[config.mk]
export PLATFORM = sky130hd
export DESIGN_NAME = header_assembler
export DESIGN_NICKNAME = d
export VERILOG_FILES = /design/src/rtl/header_assembler.sv
export SDC_FILE = /design/constraint.sdc
export NUM_CORES = 1
export LEC_CHECK = 0
export CORE_MARGIN = 3
export CORE_UTILIZATION = 45
export CTS_CLUSTER_DIAMETER = 60
export DETAILED_ROUTE_END_ITERATION = 6
export HOLD_SLACK_MARGIN = 0.15
export PLACE_DENSITY = 0.69
export SYNTH_ARGS = -nofsm -noshare
export SYNTH_HDL_FRONTEND = slang
export SYNTH_SLANG_ARGS = --single-unit
[constraint.sdc]
create_clock -name clk -period 3.74 [get_ports clk]
set_input_delay 0.748 -clock clk [delete_from_list [all_inputs] [get_ports clk]]
set_output_delay 0.748 -clock clk [all_outputs]
set_load 0.01 [all_outputs]
[src/rtl/header_assembler.sv]
// Packs WORDS consecutive FIFO words into one block header and presents it to
// the hash core; partial headers are discarded on idle timeout or on clr.
module header_assembler #(
    parameter int WORDS     = 20,
    parameter int DATA_SIZE = 32,
    parameter int TIMEOUT   = 1000000
) (
    input  logic                       clk,
    input  logic                       rst,
    output logic                       fifo_rd,
    input  logic                       fifo_empty,
    input  logic [DATA_SIZE-1:0]       fifo_dout,
    input  logic                       clr,
    output logic                       hdr_valid,
    input  logic                       hdr_ready,
    output logic [WORDS*DATA_SIZE-1:0] hdr_data,
    output logic [$clog2(WORDS+1)-1:0] word_cnt,
    output logic                       err,
    output logic                       dbg_state
);

    localparam int HW = WORDS * DATA_SIZE;
    localparam int CW = $clog2(WORDS + 1);
    localparam int TW = (TIMEOUT > 0) ? $clog2(TIMEOUT + 1) : 1;
    localparam bit TIMER_EN = (TIMEOUT != 0);
    localparam logic [CW-1:0] WORDS_C    = CW'(WORDS);
    localparam logic [CW-1:0] WORDS_M1   = CW'(WORDS - 1);
    localparam logic [TW-1:0] TIMER_LAST = TW'((TIMEOUT > 0) ? TIMEOUT - 1 : 0);

    typedef enum logic {
        FILL    = 1'b0,
        PRESENT = 1'b1
    } state_t;

    state_t          state_q, state_d;
    logic [CW-1:0]   issued_q, issued_d;
    logic [CW-1:0]   cnt_q, cnt_d;
    logic            rd_q, rd_d;
    logic [HW-1:0]   data_q, data_d;
    logic [TW-1:0]   timer_q, timer_d;

    logic            partial;
    logic            fire;

    // Handshake: the header transfers in a cycle where hdr_valid and hdr_ready
    // are both high. hdr_valid is decoded from state only, so it never depends
    // on hdr_ready; once raised it holds, with hdr_data stable, until that cycle.
    always_comb begin
        partial = (state_q == FILL) && (issued_q != '0) && (issued_q < WORDS_C);
        fifo_rd = (state_q == FILL) && !fifo_empty && (issued_q < WORDS_C) && !rst && !clr;
        // The timer value counts completed idle cycles, so this idle cycle is the TIMEOUT-th.
        fire    = TIMER_EN && partial && !fifo_rd && !rst && !clr && (timer_q == TIMER_LAST);
        err     = fire;

        state_d  = state_q;
        issued_d = issued_q;
        cnt_d    = cnt_q;
        rd_d     = fifo_rd;
        data_d   = data_q;
        timer_d  = timer_q;

        if (clr || fire) begin
            // A word popped last cycle is still in flight; dropping rd_d discards it.
            state_d  = FILL;
            issued_d = '0;
            cnt_d    = '0;
            rd_d     = 1'b0;
            timer_d  = '0;
        end else if (state_q == PRESENT) begin
            timer_d = '0;
            if (hdr_ready) begin
                state_d  = FILL;
                issued_d = '0;
                cnt_d    = '0;
            end
        end else begin
            if (rd_q) begin
                data_d = (data_q << DATA_SIZE) | HW'(fifo_dout);
                cnt_d  = cnt_q + 1'b1;
                if (cnt_q == WORDS_M1) begin
                    state_d = PRESENT;
                end
            end
            if (fifo_rd) begin
                issued_d = issued_q + 1'b1;
                timer_d  = '0;
            end else if (partial && TIMER_EN) begin
                timer_d = timer_q + 1'b1;
            end else begin
                timer_d = '0;
            end
        end
    end

    always_ff @(posedge clk) begin
        if (rst) begin
            state_q  <= FILL;
            issued_q <= '0;
            cnt_q    <= '0;
            rd_q     <= 1'b0;
            data_q   <= '0;
            timer_q  <= '0;
        end else begin
            state_q  <= state_d;
            issued_q <= issued_d;
            cnt_q    <= cnt_d;
            rd_q     <= rd_d;
            data_q   <= data_d;
            timer_q  <= timer_d;
        end
    end

    assign hdr_valid = (state_q == PRESENT);
    assign hdr_data  = data_q;
    assign word_cnt  = cnt_q;
    assign dbg_state = (state_q == PRESENT);

    a_pop_not_empty : assert property (@(posedge clk) disable iff (rst) fifo_rd |-> !fifo_empty);
    a_valid_full    : assert property (@(posedge clk) disable iff (rst) hdr_valid |-> (word_cnt == WORDS_C));
    a_issued_bound  : assert property (@(posedge clk) disable iff (rst) issued_q <= WORDS_C);

endmodule

==> results of run 1 <==
## synth_stat cells
master | instances | area (µm²)
nor2b_1 | 1251 | 7826
dfxtp_1 | 672 | 13450
nand4_1 | 651 | 4073
nand3_1 | 649 | 3248
a22oi_1 | 641 | 4812
clkbuf_1 | 526 | 1974
o21ai_0 | 346 | 1732
o21ai_1 | 301 | 1506
buf_1 | 52 | 195.2
buf_2 | 36 | 180.2
buf_6 | 34 | 382.9
nor3b_1 | 32 | 240.2
nor2_1 | 19 | 71.32
nand2_1 | 11 | 41.29
a21oi_1 | 10 | 50.05
xor2_1 | 9 | 78.83
inv_1 | 8 | 30.03
nor3_1 | 7 | 35.03
xnor2_1 | 6 | 52.55
or3_1 | 5 | 31.28
or4_1 | 5 | 37.54
ha_1 | 4 | 50.05
and4_1 | 3 | 26.28
nor4_1 | 3 | 18.77
and3b_1 | 2 | 17.52
nand2b_1 | 2 | 12.51
o31ai_1 | 2 | 15.01
or2_2 | 2 | 12.51
a41oi_1 | 1 | 8.760
and2_1 | 1 | 6.260
and4b_1 | 1 | 10.01
buf_4 | 1 | 7.510
mux2_2 | 1 | 11.26
nand3b_1 | 1 | 7.510
nand4b_1 | 1 | 8.760
nor3_2 | 1 | 10.01
nor4b_1 | 1 | 8.760
nor4bb_1 | 1 | 10.01
o2bb2ai_1 | 1 | 8.760
o31ai_4 | 1 | 21.27
or3b_2 | 1 | 8.760
or4b_2 | 1 | 10.01
## worst min path at each step
stage / start / end / slack [ps] / cells past startpoint
finish: timer_q[0] / timer_q[0] / 460 / 1
global route: timer_q[0] / timer_q[0] / 480 / 1
CTS: timer_q[0] / timer_q[0] / 470 / 1
detailed placement: timer_q[0] / timer_q[0] / 450 / 1
global placement: timer_q[0] / timer_q[0] / 440 / 1
floorplan: timer_q[0] / timer_q[0] / 430 / 1
## kinds of logic after synthesis
family / synth area share [%]
DFF: 33.35
muxes: 0.02791
adders and majority gates: 0.1241
buffers and inverters: 6.867
xor gates and xnor gates: 0.3257
AOI/OAI and AO/OA: 20.21
and+or+nand+nor: 39.10
## flip-flops by register name (all words and copies together) (netlist names)
signal and count:
word_cnt 5, timer_q 20, hdr_data 640, issued_q 5, dbg_state 1, rd_q 1
## power by group through the flow
stage / Combinational, mW / Sequential [mW] / Clock [mW]
3_5_place_dp: 0.450 / 7.35 / 0
6_report: 0.458 / 7.19 / 8.67
4_1_cts: 0.452 / 7.19 / 8.78
3_3_place_gp: 0.451 / 7.35 / 0
5_1_grt: 0.484 / 7.19 / 9.05
2_1_floorplan: 0.257 / 7.35 / 0
## worst max-delay path: stages
cell             delay (ps)
clkdlybuf4s50_1         470
nor3_1                  270
nand4_1                 310
nor4b_4                 440
clkdlybuf4s50_1         600
## per-stage QoR
stage | cell area (µm²) | std cells
after floorplan | 40340 | 5303
after global placement | 47390 | 6611
after detailed placement | 47390 | 6611
after CTS | 50330 | 6762
after global routing | 50340 | 6762
final | 50340 | 6762
## final cells by class
class	instances	share of cell area, %
clock buffer	121	4.936
tap	1165	2.895
multi-input combinational	3974	47.97
timing repair buffer	792	16.51
inverter	8	0.05965
sequential	672	26.72
clock inverter	30	0.8997
## metal layers
metal,vias up,global-route usage [%],wire length [µm]
li1,19990,-,-
met1,21071,40.83,63430
met2,2091,48.58,71280
met3,335,6.609,13730
met4,2,14.84,8281
met5,-,0,9
==> impl_metrics.json, run 1 <==
{
  "net-switching-power_mw": 3.796,
  "die_area_um2": 93280,
  "peakVddDrop_mv": 0.4342,
  "fin_util_pct": 56.79,
  "path_class": "in2out",
  "seqCellArea_um2": 13450,
  "layout_commonest_cell": "nor2b_1",
  "die-width_um": 305.4,
  "worst_slack_ps": 151.7,
  "firstDrtPassIters": 7,
  "pre_cts_ws_ps": -197.3,
  "p_per_area_nw_per_um2": 324.2,
  "drc": 1,
  "cts_hold_buf": 0,
  "syn_area_um2": 40340,
  "grt_pass1_wl_um": 237700,
  "grt_pass1_vias": 39661,
  "ys_ff_latch": 672,
  "multi_input_area_um2": 24150,
  "wl_um": 156700,
  "drt_iter0_markers": 5236,
  "clk_latency_ps": 640,
  "nNetsFinal": 5575,
  "power.total_mw": 16.32,
  "vias": 43489,
  "antennaDiodeCount": 0,
  "wire_per_inst_um": 23.18,
  "max_slew_margin_pct": 15.53,
  "grt_max_degree": 202,
  "slew_viol_final": 0,
  "period_share_pct": 95.94,
  "ys_types": 42,
  "antenna_found_initial": 3,
  "status": "complete, but fails checks",
  "finalSetupViolations": 0,
  "p_leak_nw": 17.28,
  "synth_cells": 5303,
  "cts_buffers": 86,
  "crit_end": "err",
  "avgSynthCellArea_um2": 7.607,
  "start_util_pct": 45.51,
  "cts_tree": "yes",
  "seqPwrFrac_pct": 44.0,
  "crit_path_start_kind": "input port",
  "post_cts_buffers": 0,
  "synth.net_count": 5344,
  "power.share.clock_pct": 53.1,
  "place.gp.congestion": 0.8841,
  "htreeDepth": 3,
  "io_pins": 686,
  "die_y_um": 305.4,
  "hp-class": "reg2reg",
  "cp-end-kind": "output port",
  "max_freq_mhz": 278.7,
  "worst_r2r_startpoint": "issued_q[0]",
  "layout-drive-gt1-share_pct": 4.574,
  "fp-row-count": 109,
  "critPathLaunch": "clr",
  "mostFrequentLayoutCells": "1251 x nor2b_1, 683 x clkdlybuf4s50_1, 672 x dfxtp_1",
  "sw_frac_of_total_pct": 23.26,
  "synth_warnings": 0,
  "drv_cap": 0,
  "clock-sinks": 672,
  "min_period_ps": 3588,
  "hold_ws_ps": 462.5,
  "n_fill_cell": 8119,
  "grt_overflow_total": 0,
  "hpwlAfterDp_um": 97890,
  "setup_tns_ps": 0,
  "core_area_um2": 88650,
  "r2r-end": "hdr_data[161]",
  "io_buffer_count": 685,
  "postRouteAntennaNets": 0,
  "yosysSeqAreaShare_pct": 33.35,
  "clockBufferDepth": 3,
  "comb_power_share_pct": 2.8,
  "cts_resized": 1,
  "violations": "DRC",
  "critPathRequiredTime_ps": 2990,
  "rsz0062_at_grt": "no",
  "clk_pin_slew_ps": 50,
  "reg2reg_depth": 8,
  "tightest_slew_ps": 1267,
  "skew_ps": 33.15,
  "crit_fanout": 3,
  "area_growth_syn_to_layout_pct": 24.79,
  "worstPathArrival_ps": 2840,
  "vias_per_cell": 6.431,
  "internal_power_mw": 12.52,
  "cts-root-buf": "clkbuf_16",
  "r2r_setup_slack_ps": 500,
  "track_usage_pct": 31.05,
  "hold_viol": 0
}
(Power assumes the default switching activity.)
==> run 2: changes to the inputs <==
- PLACE_DENSITY: 0.69 -> 0.65
==> run 2 against run 1 <==
Compared with the run above: the run now ends clean; global-route usage up 0.52 points; critical path depth up 1; core utilization up 0.13 points; maximum frequency down 0.36%; sequential cell count unchanged; critical path type unchanged; largest cell class unchanged; highest routed layer is now met4.
==> impl_metrics.json, run 2 (synthesis results as in run 1) <==
{
  "min_period_ps": 3601,
  "grt_overflow_total": 0,
  "max_slew_margin_pct": 25.66,
  "grt_pass1_vias": 39777,
  "setup_tns_ps": 0,
  "drc": 0,
  "io_buffer_count": 685,
  "seqCellArea_um2": 13450,
  "fin_util_pct": 56.92,
  "hold_viol": 0,
  "wl_um": 157100,
  "crit_fanout": 2,
  "power.total_mw": 16.01,
  "slew_viol_final": 0,
  "drv_cap": 0,
  "layout-drive-gt1-share_pct": 4.916,
  "die_y_um": 305.4,
  "skew_ps": 43.77,
  "core_area_um2": 88650,
  "multi_input_area_um2": 24160,
  "cts_hold_buf": 0,
  "nNetsFinal": 5591,
  "finalSetupViolations": 0,
  "status": "finished, final reports clean",
  "critPathRequiredTime_ps": 2990,
  "max_freq_mhz": 277.7,
  "largest_reg_flops": 640,
  "layout_commonest_cell": "nor2b_1",
  "firstDrtPassIters": 6,
  "grt_pass1_wl_um": 241100,
  "peakVddDrop_mv": 0.3198,
  "post_cts_buffers": 0,
  "start_util_pct": 45.51,
  "mostFrequentLayoutCells": "1251 x nor2b_1, 684 x clkdlybuf4s50_1, 672 x dfxtp_1",
  "p_leak_nw": 17.35,
  "period_share_pct": 96.29,
  "grt_max_degree": 193,
  "hp-class": "reg2reg",
  "worstPathArrival_ps": 2850,
  "vias": 43082,
  "drt_iter0_markers": 5563,
  "cp-end-kind": "output port",
  "cts_tree": "yes",
  "path_class": "in2out",
  "htreeDepth": 3,
  "cts_buffers": 85,
  "n_fill_cell": 8232,
  "area_growth_syn_to_layout_pct": 25.07,
  "rsz0062_at_grt": "no",
  "hpwlAfterDp_um": 98450,
  "cts-root-buf": "clkbuf_16",
  "track_usage_pct": 31.57,
  "fp-row-count": 109,
  "vias_per_cell": 6.353,
  "place.gp.congestion": 0.8717,
  "p_per_area_nw_per_um2": 317.3,
  "clk_latency_ps": 640,
  "clock-sinks": 672,
  "wire_per_inst_um": 23.17,
  "crit_path_start_kind": "input port",
  "die_area_um2": 93280,
  "tightest_slew_ps": 1115,
  "clockBufferDepth": 3,
  "clk_pin_slew_ps": 50,
  "antenna_found_initial": 2,
  "postRouteAntennaNets": 0,
  "die-width_um": 305.4,
  "io_pins": 686
}
[run 2: changes by cell type in the layout (fill, tap and decap cells not counted), moves of 2 or more]
cell	previous run	this run
buf_12	52	59
buf_4	56	63
bufinv_16	8	6
clkbuf_1	16	13
clkbuf_8	18	14
clkinv_2	9	20
diode_2	0	2
[run 2: what timing repair did]
action	4_1_cts	5_1_grt
resized for setup	4	2
endpoints found under the hold margin	0	0
endpoints found under the setup margin	1	48
[run 2: through the flow]
stage,hold WS (ps),area [µm²],std cells,setup slack (ps)
2_1_floorplan,425.7,40340,5303,608.3
3_3_place_gp,436.5,47620,6628,-429.8
3_5_place_dp,452.8,47620,6628,-253.4
4_1_cts,462.4,50440,6779,7.249
5_1_grt,485.4,50450,6780,11.72
6_report,459.2,50450,6781,138.8
[run 2: path summary, 6_finish.rpt]
kind	slack [ps]	start	cells past startpoint	end
worst max-delay path	140	clr	6	err
worst min-delay path	460	timer_q[0]	1	timer_q[0]
worst max register to register	190	issued_q[1]	9	hdr_data[144]
worst min register to register	460	timer_q[0]	1	timer_q[0]
[run 2: final cells by class]
class                      instances  area share, %
clock buffer                     113          4.744
sequential                       672          26.66
inverter                           8        0.05952
clock inverter                    38         0.8010
tap                             1165          2.889
timing repair buffer             809          16.95
multi-input combinational       3974          47.88
antenna                            2       0.009919
[run 2: worst max-delay path, cell delays in order]
cell and delay (ps):
clkdlybuf4s50_1 520, nor3_2 250, nand4_1 200, nor4b_4 390
buf_4 200, clkdlybuf4s50_1 540
[run 2: metal layers]
layer  up-vias  wire, µm  track usage [%]
li1      20058         -                -
met1     20871     64590            41.91
met2      1864     71340            49.06
met3       289     13220            6.887
met4         0      7976            14.54
met5         -         0                0
[run 2: report_power, final]
| group | internal [mW] | switching, mW | leakage (nW) |
|---|---|---|---|
| Combinational | 0.142 | 0.318 | 10.6 |
| Sequential | 7.18 | 0.0112 | 5.41 |
| Clock | 4.92 | 3.44 | 1.39 |
| Total | 12.2 | 3.77 | 17.4 |
